File: src/rtl/leb128_encoder_pkg.sv
// Shared constants and types for the LEB128 encoder: width selects, length bounds,
// value type codes and the FSM state encoding.
package leb128_encoder_pkg;

    localparam int unsigned VAL_W  = 64;
    localparam int unsigned BYTE_W = 8;
    localparam int unsigned CNT_W  = 4;

    localparam logic LEB128_I32 = 1'b0;
    localparam logic LEB128_I64 = 1'b1;

    localparam int unsigned LEB128_MAX_I32 = 5;
    localparam int unsigned LEB128_MAX_I64 = 10;

    // Stack-entry type codes (bits [65:64] of a tagged entry)
    localparam logic [1:0] TYPE_I32 = 2'd0;
    localparam logic [1:0] TYPE_I64 = 2'd1;

    typedef enum logic {
        ST_IDLE = 1'b0,
        ST_EMIT = 1'b1
    } state_e;

    function automatic logic type_is64(input logic [1:0] type_code);
        return (type_code == TYPE_I64) ? LEB128_I64 : LEB128_I32;
    endfunction

endpackage

File: src/rtl/leb128_encoder_if.sv
// Word-in / byte-out handshake bundle of the LEB128 encoder.
interface leb128_encoder_if;
    import leb128_encoder_pkg::*;

    logic [VAL_W-1:0]  in_value;
    logic              in_is64;
    logic              in_signed;
    logic              in_valid;
    logic              in_ready;
    logic [BYTE_W-1:0] out_data;
    logic              out_valid;
    logic              out_ready;
    logic              out_last;
    logic [CNT_W-1:0]  out_len;

    modport master (
        output in_value, in_is64, in_signed, in_valid, out_ready,
        input  in_ready, out_data, out_valid, out_last, out_len
    );

    modport slave (
        input  in_value, in_is64, in_signed, in_valid, out_ready,
        output in_ready, out_data, out_valid, out_last, out_len
    );

endinterface

File: src/rtl/leb128_step.sv
// One LEB128 step: peels seven bits off the working value and decides termination.
module leb128_step
    import leb128_encoder_pkg::*;
(
    input  logic [VAL_W-1:0]  val_i,
    input  logic              signed_i,
    output logic [VAL_W-1:0]  rest_o,
    output logic              done_o,
    output logic [BYTE_W-1:0] byte_o
);

    logic [VAL_W-1:0] sar_val;
    logic [VAL_W-1:0] shr_val;

    // Shifts kept in separate assigns so the arithmetic shift keeps its signedness
    assign sar_val = $signed(val_i) >>> 7;
    assign shr_val = val_i >> 7;
    assign rest_o  = signed_i ? sar_val : shr_val;

    // Signed stop needs the emitted bit 6 to agree with the remaining sign fill
    assign done_o = signed_i
        ? (((rest_o == '0) && !val_i[6]) || ((rest_o == '1) && val_i[6]))
        : (rest_o == '0);

    assign byte_o = {!done_o, val_i[6:0]};

endmodule

File: src/rtl/leb128_encoder.sv
// Streaming LEB128 encoder: one i32/i64 word per input handshake, one byte per output
// handshake, with back-to-back words accepted on the last byte.
module leb128_encoder
    import leb128_encoder_pkg::*;
(
    input  logic              clk,
    input  logic              reset,
    leb128_encoder_if.slave   bus
);

    state_e             state_q;
    logic               out_valid_q;
    logic [VAL_W-1:0]   val_q;
    logic               signed_q;
    logic [CNT_W-1:0]   cnt_q;

    logic [VAL_W-1:0]   rest;
    logic               done;
    logic [BYTE_W-1:0]  step_byte;
    logic [VAL_W-1:0]   load_val;
    logic               in_fire;
    logic               out_fire;

    leb128_step u_step (
        .val_i    (val_q),
        .signed_i (signed_q),
        .rest_o   (rest),
        .done_o   (done),
        .byte_o   (step_byte)
    );

    assign out_fire     = out_valid_q & bus.out_ready;
    assign bus.in_ready = reset & ((state_q == ST_IDLE) | (out_fire & done));
    assign in_fire      = bus.in_valid & bus.in_ready;

    // Widen the incoming word to the 64-bit working value
    always_comb begin
        load_val = bus.in_value;
        if (bus.in_is64 == LEB128_I32) begin
            load_val = bus.in_signed ? {{32{bus.in_value[31]}}, bus.in_value[31:0]}
                                     : {32'd0, bus.in_value[31:0]};
        end
    end

    assign bus.out_valid = out_valid_q;
    assign bus.out_data  = out_valid_q ? step_byte : '0;
    assign bus.out_last  = out_valid_q & done;
    assign bus.out_len   = (out_valid_q & done) ? cnt_q : '0;

    always_ff @(posedge clk) begin
        if (!reset) begin
            state_q     <= ST_IDLE;
            out_valid_q <= 1'b0;
            val_q       <= '0;
            signed_q    <= 1'b0;
            cnt_q       <= '0;
        end else if (state_q == ST_IDLE) begin
            if (in_fire) begin
                state_q     <= ST_EMIT;
                out_valid_q <= 1'b1;
                val_q       <= load_val;
                signed_q    <= bus.in_signed;
                cnt_q       <= CNT_W'(1);
            end
        end else if (out_fire) begin
            if (!done) begin
                val_q <= rest;
                cnt_q <= cnt_q + CNT_W'(1);
            end else if (in_fire) begin
                // Last byte taken while the next word is offered: no bubble
                val_q    <= load_val;
                signed_q <= bus.in_signed;
                cnt_q    <= CNT_W'(1);
            end else begin
                state_q     <= ST_IDLE;
                out_valid_q <= 1'b0;
            end
        end
    end

endmodule

File: src/flat_wrapper.sv
// flat-port wrapper written by rule: the top's interface ports become plain ports
module leb128_encoder_flat import leb128_encoder_pkg::*;
  (clk, reset, bus_in_value, bus_in_is64, bus_in_signed, bus_in_valid, bus_out_ready, bus_in_ready, bus_out_data, bus_out_valid, bus_out_last, bus_out_len);
  leb128_encoder_if bus_i ();
  input  logic clk;
  input  logic reset;
  input wire logic [$bits(bus_i.in_value)-1:0] bus_in_value;
  input wire logic [$bits(bus_i.in_is64)-1:0] bus_in_is64;
  input wire logic [$bits(bus_i.in_signed)-1:0] bus_in_signed;
  input wire logic [$bits(bus_i.in_valid)-1:0] bus_in_valid;
  input wire logic [$bits(bus_i.out_ready)-1:0] bus_out_ready;
  output wire logic [$bits(bus_i.in_ready)-1:0] bus_in_ready;
  output wire logic [$bits(bus_i.out_data)-1:0] bus_out_data;
  output wire logic [$bits(bus_i.out_valid)-1:0] bus_out_valid;
  output wire logic [$bits(bus_i.out_last)-1:0] bus_out_last;
  output wire logic [$bits(bus_i.out_len)-1:0] bus_out_len;
  assign bus_i.in_value = bus_in_value;
  assign bus_i.in_is64 = bus_in_is64;
  assign bus_i.in_signed = bus_in_signed;
  assign bus_i.in_valid = bus_in_valid;
  assign bus_i.out_ready = bus_out_ready;
  assign bus_in_ready = bus_i.in_ready;
  assign bus_out_data = bus_i.out_data;
  assign bus_out_valid = bus_i.out_valid;
  assign bus_out_last = bus_i.out_last;
  assign bus_out_len = bus_i.out_len;
  leb128_encoder u_core (.clk(clk), .reset(reset), .bus(bus_i));
endmodule
File: config.mk
export PLATFORM = sky130hd
export DESIGN_NAME = leb128_encoder_flat
export DESIGN_NICKNAME = d
export VERILOG_FILES = /design/src/rtl/leb128_encoder_pkg.sv /design/src/rtl/leb128_encoder_if.sv /design/src/rtl/leb128_step.sv /design/src/rtl/leb128_encoder.sv /design/src/flat_wrapper.sv
export SDC_FILE = /design/constraint.sdc
export NUM_CORES = 1
export LEC_CHECK = 0
export ABC_AREA = 1
export CELL_PAD_IN_SITES_DETAIL_PLACEMENT = 1
export CELL_PAD_IN_SITES_GLOBAL_PLACEMENT = 1
export CORE_MARGIN = 2
export CORE_UTILIZATION = 40
export DETAILED_ROUTE_END_ITERATION = 10
export GPL_ROUTABILITY_DRIVEN = 0
export PLACE_DENSITY = 0.95
export SLEW_MARGIN = 10
export SYNTH_ARGS = -nofsm -noshare
export SYNTH_HDL_FRONTEND = slang
export SYNTH_SLANG_ARGS = --single-unit
File: constraint.sdc
create_clock -name clk -period 5.2 [get_ports clk]
set_clock_uncertainty 0.15 [all_clocks]
set_input_delay 0.52 -clock clk [delete_from_list [all_inputs] [get_ports clk]]
set_output_delay 0.52 -clock clk [all_outputs]
set_load 0.02 [all_outputs]
; Word-level counts from Yosys, hierarchy flattened
; Index checks and enable logic that the tools add are counted.
[totals]
ff_bits = 71
latchBits = 0
mem_bits_rw = 0
rom_bits = 0
out_inout_bits = 15
word_cells = 53
mem_count = 0
[classes]
addsub = 1
multipliers = 0
div_mod_pow = 0
magnitude_cmp = 0
n_eq_ne = 4
shifts = 0
mux = 27
bitwise_logic = 7
reduce_logical = 9
[op_table]
columns = operator, n
row1 = 64-bit two-way mux, 7
row2 = "64-bit == test, second input constant", 1
row3 = 64-bit zero test, 1
row4 = 4-bit two-way mux, 5
row5 = 1-bit two-way mux, 14
row6 = 8-bit two-way mux, 1
row7 = "2-bit != test, second input constant", 3
row8 = 1-bit bitwise AND, 5
row9 = "4-bit by 1-bit adder with 4-bit output, second input constant", 1
row10 = 4-bit AND reduction, 1
row11 = 1-bit logical AND, 2
row12 = 1-bit zero test, 2
row13 = 2-bit AND reduction, 1
row14 = 2-bit nonzero test, 1
row15 = 1-bit logical OR, 1
row16 = 1-bit NOT, 1
row17 = 1-bit OR, 1

; Logic depth before layout (Yosys ltp)
[logic_depth]
ltp_word = 13
depth_mapped = 16
mapped_depth_nobuf = 14

; Hierarchy
; A second synthesis with hierarchy kept.
[unflattened]
cells_unflattened = 835
area_unflattened_um2 = 5054.8
[modules_own_cells]
columns = module, n_inst, cells_each, area_per_inst_um2, seq_area_each_um2
row1 = leb128_encoder, 1, 638, 4038.9, 1421.4
row2 = leb128_step, 1, 197, 1016.0, 0.0

; Least setup slack after synthesis
; OpenSTA, ideal clock, no wires.
[synth_timing]
path_kind = reg2out
from = reg u_core.val_q[45]
to = out bus_out_len[0]
arrival_time_ps = 1667
t_required_ps = 4530
path_slack_ps = 2863
stages_incl_launch_ff = 13
cell_sequence = dfxtp_1 -> nand2_1 -> inv_1 -> nand2_1 -> nor2_1 -> nand2_1 -> nor2_1 -> nand2_1 -> nand2_1 -> inv_1 -> nor2_1 -> inv_1 -> nor2_1
[synth_between]
elab_chain_len = 7
[synth_rtl]
columns = item, line_no
row1 = "start, declared", leb128_encoder.sv:13  ; logic [VAL_W-1:0] val_q;
row2 = "start signal, assigned", leb128_encoder.sv:61  ; val_q <= load_val;
row3 = "start signal, assigned", leb128_encoder.sv:67  ; val_q <= rest;
row4 = "start signal, assigned", leb128_encoder.sv:71  ; val_q <= load_val;
row5 = 64-bit two-way mux *, leb128_step.sv:18  ; assign rest_o = signed_i ? sar_val : shr_val;
row6 = 64-bit == test or 64-bit zero test (tied branches), "leb128_step.sv:22, leb128_step.sv:23"
row7 = 1-bit logical AND, leb128_step.sv:22  ; ? (((rest_o == '0) && !val_i[6]) || ((rest_o == '1) && val_i[6]))
row8 = 1-bit logical OR, leb128_step.sv:22
row9 = 1-bit two-way mux *, leb128_step.sv:22
row10 = 1-bit bitwise AND *, --
row11 = named net bus_out_last, flat_wrapper.sv:15  ; output wire logic [$bits(bus_i.out_last)-1:0] bus_out_last;
row12 = 4-bit two-way mux *, leb128_encoder.sv:48  ; assign bus.out_len = (out_valid_q & done) ? cnt_q : '0;
row13 = "end, declared", flat_wrapper.sv:16  ; output wire logic [$bits(bus_i.out_len)-1:0] bus_out_len;
; The timed path passes the listed nets; every way through them passes the cells marked *.

; Final worst setup path
[layout_timing]
from = reg u_core.val_q[37]
to = out bus_in_ready
[layout_between]
elab_chain_len = 8
[layout_rtl]
columns = item, line_no
row1 = 64-bit two-way mux *, leb128_step.sv:18
row2 = 64-bit == test or 64-bit zero test (tied branches), "leb128_step.sv:22, leb128_step.sv:23"
row3 = 1-bit logical AND, leb128_step.sv:22
row4 = 1-bit logical OR, leb128_step.sv:22
row5 = 1-bit two-way mux *, leb128_step.sv:22
row6 = 1-bit bitwise AND *, leb128_encoder.sv:33  ; assign bus.in_ready = reset & ((state_q == ST_IDLE) | (out_fire & done));
row7 = 1-bit OR *, leb128_encoder.sv:33
row8 = 1-bit bitwise AND *, leb128_encoder.sv:33
row9 = "end, declared", flat_wrapper.sv:12  ; output wire logic [$bits(bus_i.in_ready)-1:0] bus_in_ready;
; Every way passes the cells marked *; elsewhere a longest branch is shown, timed or not.

==> results.py <==
metrics = {
    "global_route": {
        "overflow": 0,
        "grt_pass1_vias": 5865,
        "antenna_found_initial": 0,
        "globalRouteTotalUtil": 0.272,
        "grt_start_max_net_pins": 84,
        "grt_pass1_wl_um": 28500,
    },
    "worst_setup_path": {
        "end_kind": "output port",
        "arrival_ns": 2.73,
        "crit_required_ns": 4.53,
        "startpoint_type": "flop",
        "worstSetupPathType": "flop to output port",
        "worst-path-max-fanout": 12,
    },
    "routing": {
        "drt_wl_total_um": 17400,
        "via_count": 5675,
        "drc": 0,
        "firstDrtPassIters": 5,
        "vias_per_cell": 5.57,
        "ant_nets": 0,
        "drt_iter0_drc": 356,
        "detail_route.wl_per_cell_um": 17.1,
    },
    "place": {
        "io_buffers": 84,
        "dp_hpwl_um": 11000,
        "place_area_um2": 5750,
    },
    "die": {
        "rows": 40,
        "die_w_um": 114,
        "die-area_um2": 13100,
        "die_y_um": 114,
        "io-pin-count": 85,
        "core_um2": 12000,
        "initial_core_util": 0.407,
    },
    "synth": {
        "synth_warnings": 0,
        "synth_cell_types": 30,
        "synth_area_um2": 4870,
        "synth-xor-area-share": 0.00180,
        "synth_area_leaders": "dfxtp_1 29%, nand2_1 20%, inv_1 9.0%",
        "yosysTopAreaCell": "dfxtp_1",
        "synth_area_per_cell_um2": 5.97,
        "synth_fp_nets": 887,
        "synth_top_family_by_area": "simple AND/OR/NAND/NOR gates",
        "synthSimpleGateAreaFrac": 0.304,
        "synth_sequential_area_ratio": 0.292,
        "yosys.area_share.adder": 0.00257,
        "synth_compound_area_frac": 0.255,
        "ys_ff_latch": 71,
        "synthMuxAreaShare": 0,
        "synth_cells": 816,
        "yosysTopAreaCellShare": 0.292,
    },
    "power": {
        "intPower_mw": 1.25,
        "p_sw_uw": 707,
        "pwr-share-seq": 0.351,
        "power.share.clock": 0.358,
        "swShare": 0.361,
        "pwr-share-comb": 0.291,
        "power_density_nw_per_um2": 322,
        "worst_ir_drop_vdd_mv": 0.155,
        "power.leakage_nw": 2.91,
    },
    "clock_network": {
        "cts_setup_buffers": 0,
        "cts-hold-fix-buffers": 0,
        "cts_buffers": 9,
        "cts-root-buf": "clkbuf_16",
        "htreeDepth": 3,
        "clk_pin_slew_ns": 0.06,
        "ctsLongestPathBuffers": 2,
        "cts_sinks": 71,
        "cts_tree": "yes",
        "clkLatencyLatePin_ns": 0.34,
        "post_cts_resized": 0,
    },
    "timing": {
        "finalCritPeriodShare": 0.653,
        "tightest_slew_ns": 1.02,
        "fin_hold_ws_ns": 0.326,
        "max_slew_margin": 0.317,
        "maxSlewViolCount": 0,
        "tns_ns": 0,
        "setup_violations": 0,
        "max_freq_ghz": 0.294,
        "grt_setup_unrepaired": "false",
        "final_hold_viol_count": 0,
        "period_needed_ns": 3.40,
    },
    "finish": {
        "area_growth_pct": 24.9,
        "final_common_cell": "nand2_1",
        "drive_gt1_frac": 0.0425,
        "layout_common_cells": "266 x nand2_1, 117 x inv_1, 84 x clkdlybuf4s50_1",
        "n_antenna_cell": 0,
        "fin_nets": 937,
        "final_area_um2": 6080,
    },
    "status": {
        "run_status": "finished clean",
    },
    "flow_run": {
        "max_cap_viol_count": 0,
    },
    "worst_hold_path": {
        "hold_class": "flop to flop",
    },
}
## final timing paths
check,start,end,slack (ns),cells after the start
max,u_core.val_q[37],bus_in_ready,1.80,12
min,u_core.val_q[1],u_core.val_q[1],0.33,2
max reg2reg,u_core.val_q[37],u_core.bus.out_valid,2.15,15
min reg2reg,u_core.val_q[1],u_core.val_q[1],0.33,2
## synthesized netlist by cell type (all sizes together)
library cell	number
nand4	7
a21oi	62
xor2	1
o2111ai	25
clkbuf	37
nor3	2
nand3	32
o21ai	45
nand3b	1
buf	20
inv	120
clkinv	2
o311ai	15
ha	1
nor2	62
dfxtp	71
nand2	266
a21boi	25
o41ai	5
a22oi	15
a31oi	2
## routing by layer
layer / track usage / wire (um) / share of wire
met1: 0.330 / 7540 / 0.43
met2: 0.477 / 8650 / 0.50
met3: 0.0408 / 757 / 0.043
met4: 0.120 / 471 / 0.027
met5: 0 / 0 / 0
## logic make-up (layout without fill, tap and decap cells)
| group | after synthesis | count (layout) |
|---|---|---|
| simple gates | 370 | 370 |
| buf+inv | 179 | 234 |
| compound gates | 194 | 194 |
| flops | 71 | 71 |
| xor+xnor | 1 | 1 |
| fa+ha+maj | 1 | 1 |
## cell type report
class                           count  area [um^2]
Clock inverter                      6         92.6
Timing Repair Buffer               96          931
Sequential cell                    71         1420
Multi-Input combinational cell    566         2760
Tap cell                          147          184
Clock buffer                       10          239
Fill cell                        1602         5880
Inverter                          122          458
## stage by stage
step,util,power (mW),setup slack [ns],cells
2_1_floorplan,-,1.05,2.86,816
3_3_place_gp,0.481,1.22,2.02,1002
3_5_place_dp,0.481,1.25,1.96,1002
4_1_cts,0.509,1.95,1.81,1018
5_1_grt,0.509,2.06,1.65,1018
6_report,0.509,1.96,1.80,1018
## state kept, by name (all words and copies together) (netlist names)
name and flops:
u_core.signed_q 1, u_core.val_q 64, u_core.state_q 1, u_core.bus.out_valid 1, u_core.cnt_q 4
## power groups by stage
stage / Sequential (mW) / Clock (mW) / Combinational, mW
final: 0.687 / 0.701 / 0.571
after global routing: 0.695 / 0.729 / 0.638
after CTS: 0.684 / 0.704 / 0.567
after detailed placement: 0.694 / 0 / 0.551
after global placement: 0.690 / 0 / 0.527
after floorplan: 0.667 / 0 / 0.383
## critical path: stages, from the launching register on
cell and delay [ns]:
dfxtp_1 0.47, nand2_1 0.12, inv_1 0.07, nand2_1 0.06, nor2_1 0.10, nand2_1 0.06
nor2_1 0.15, nand2_1 0.11, nand3_2 0.18, nand2_1 0.12, buf_4 0.20, nor2_1 0.11
clkdlybuf4s50_1 0.63
(Power assumes the default switching activity.)
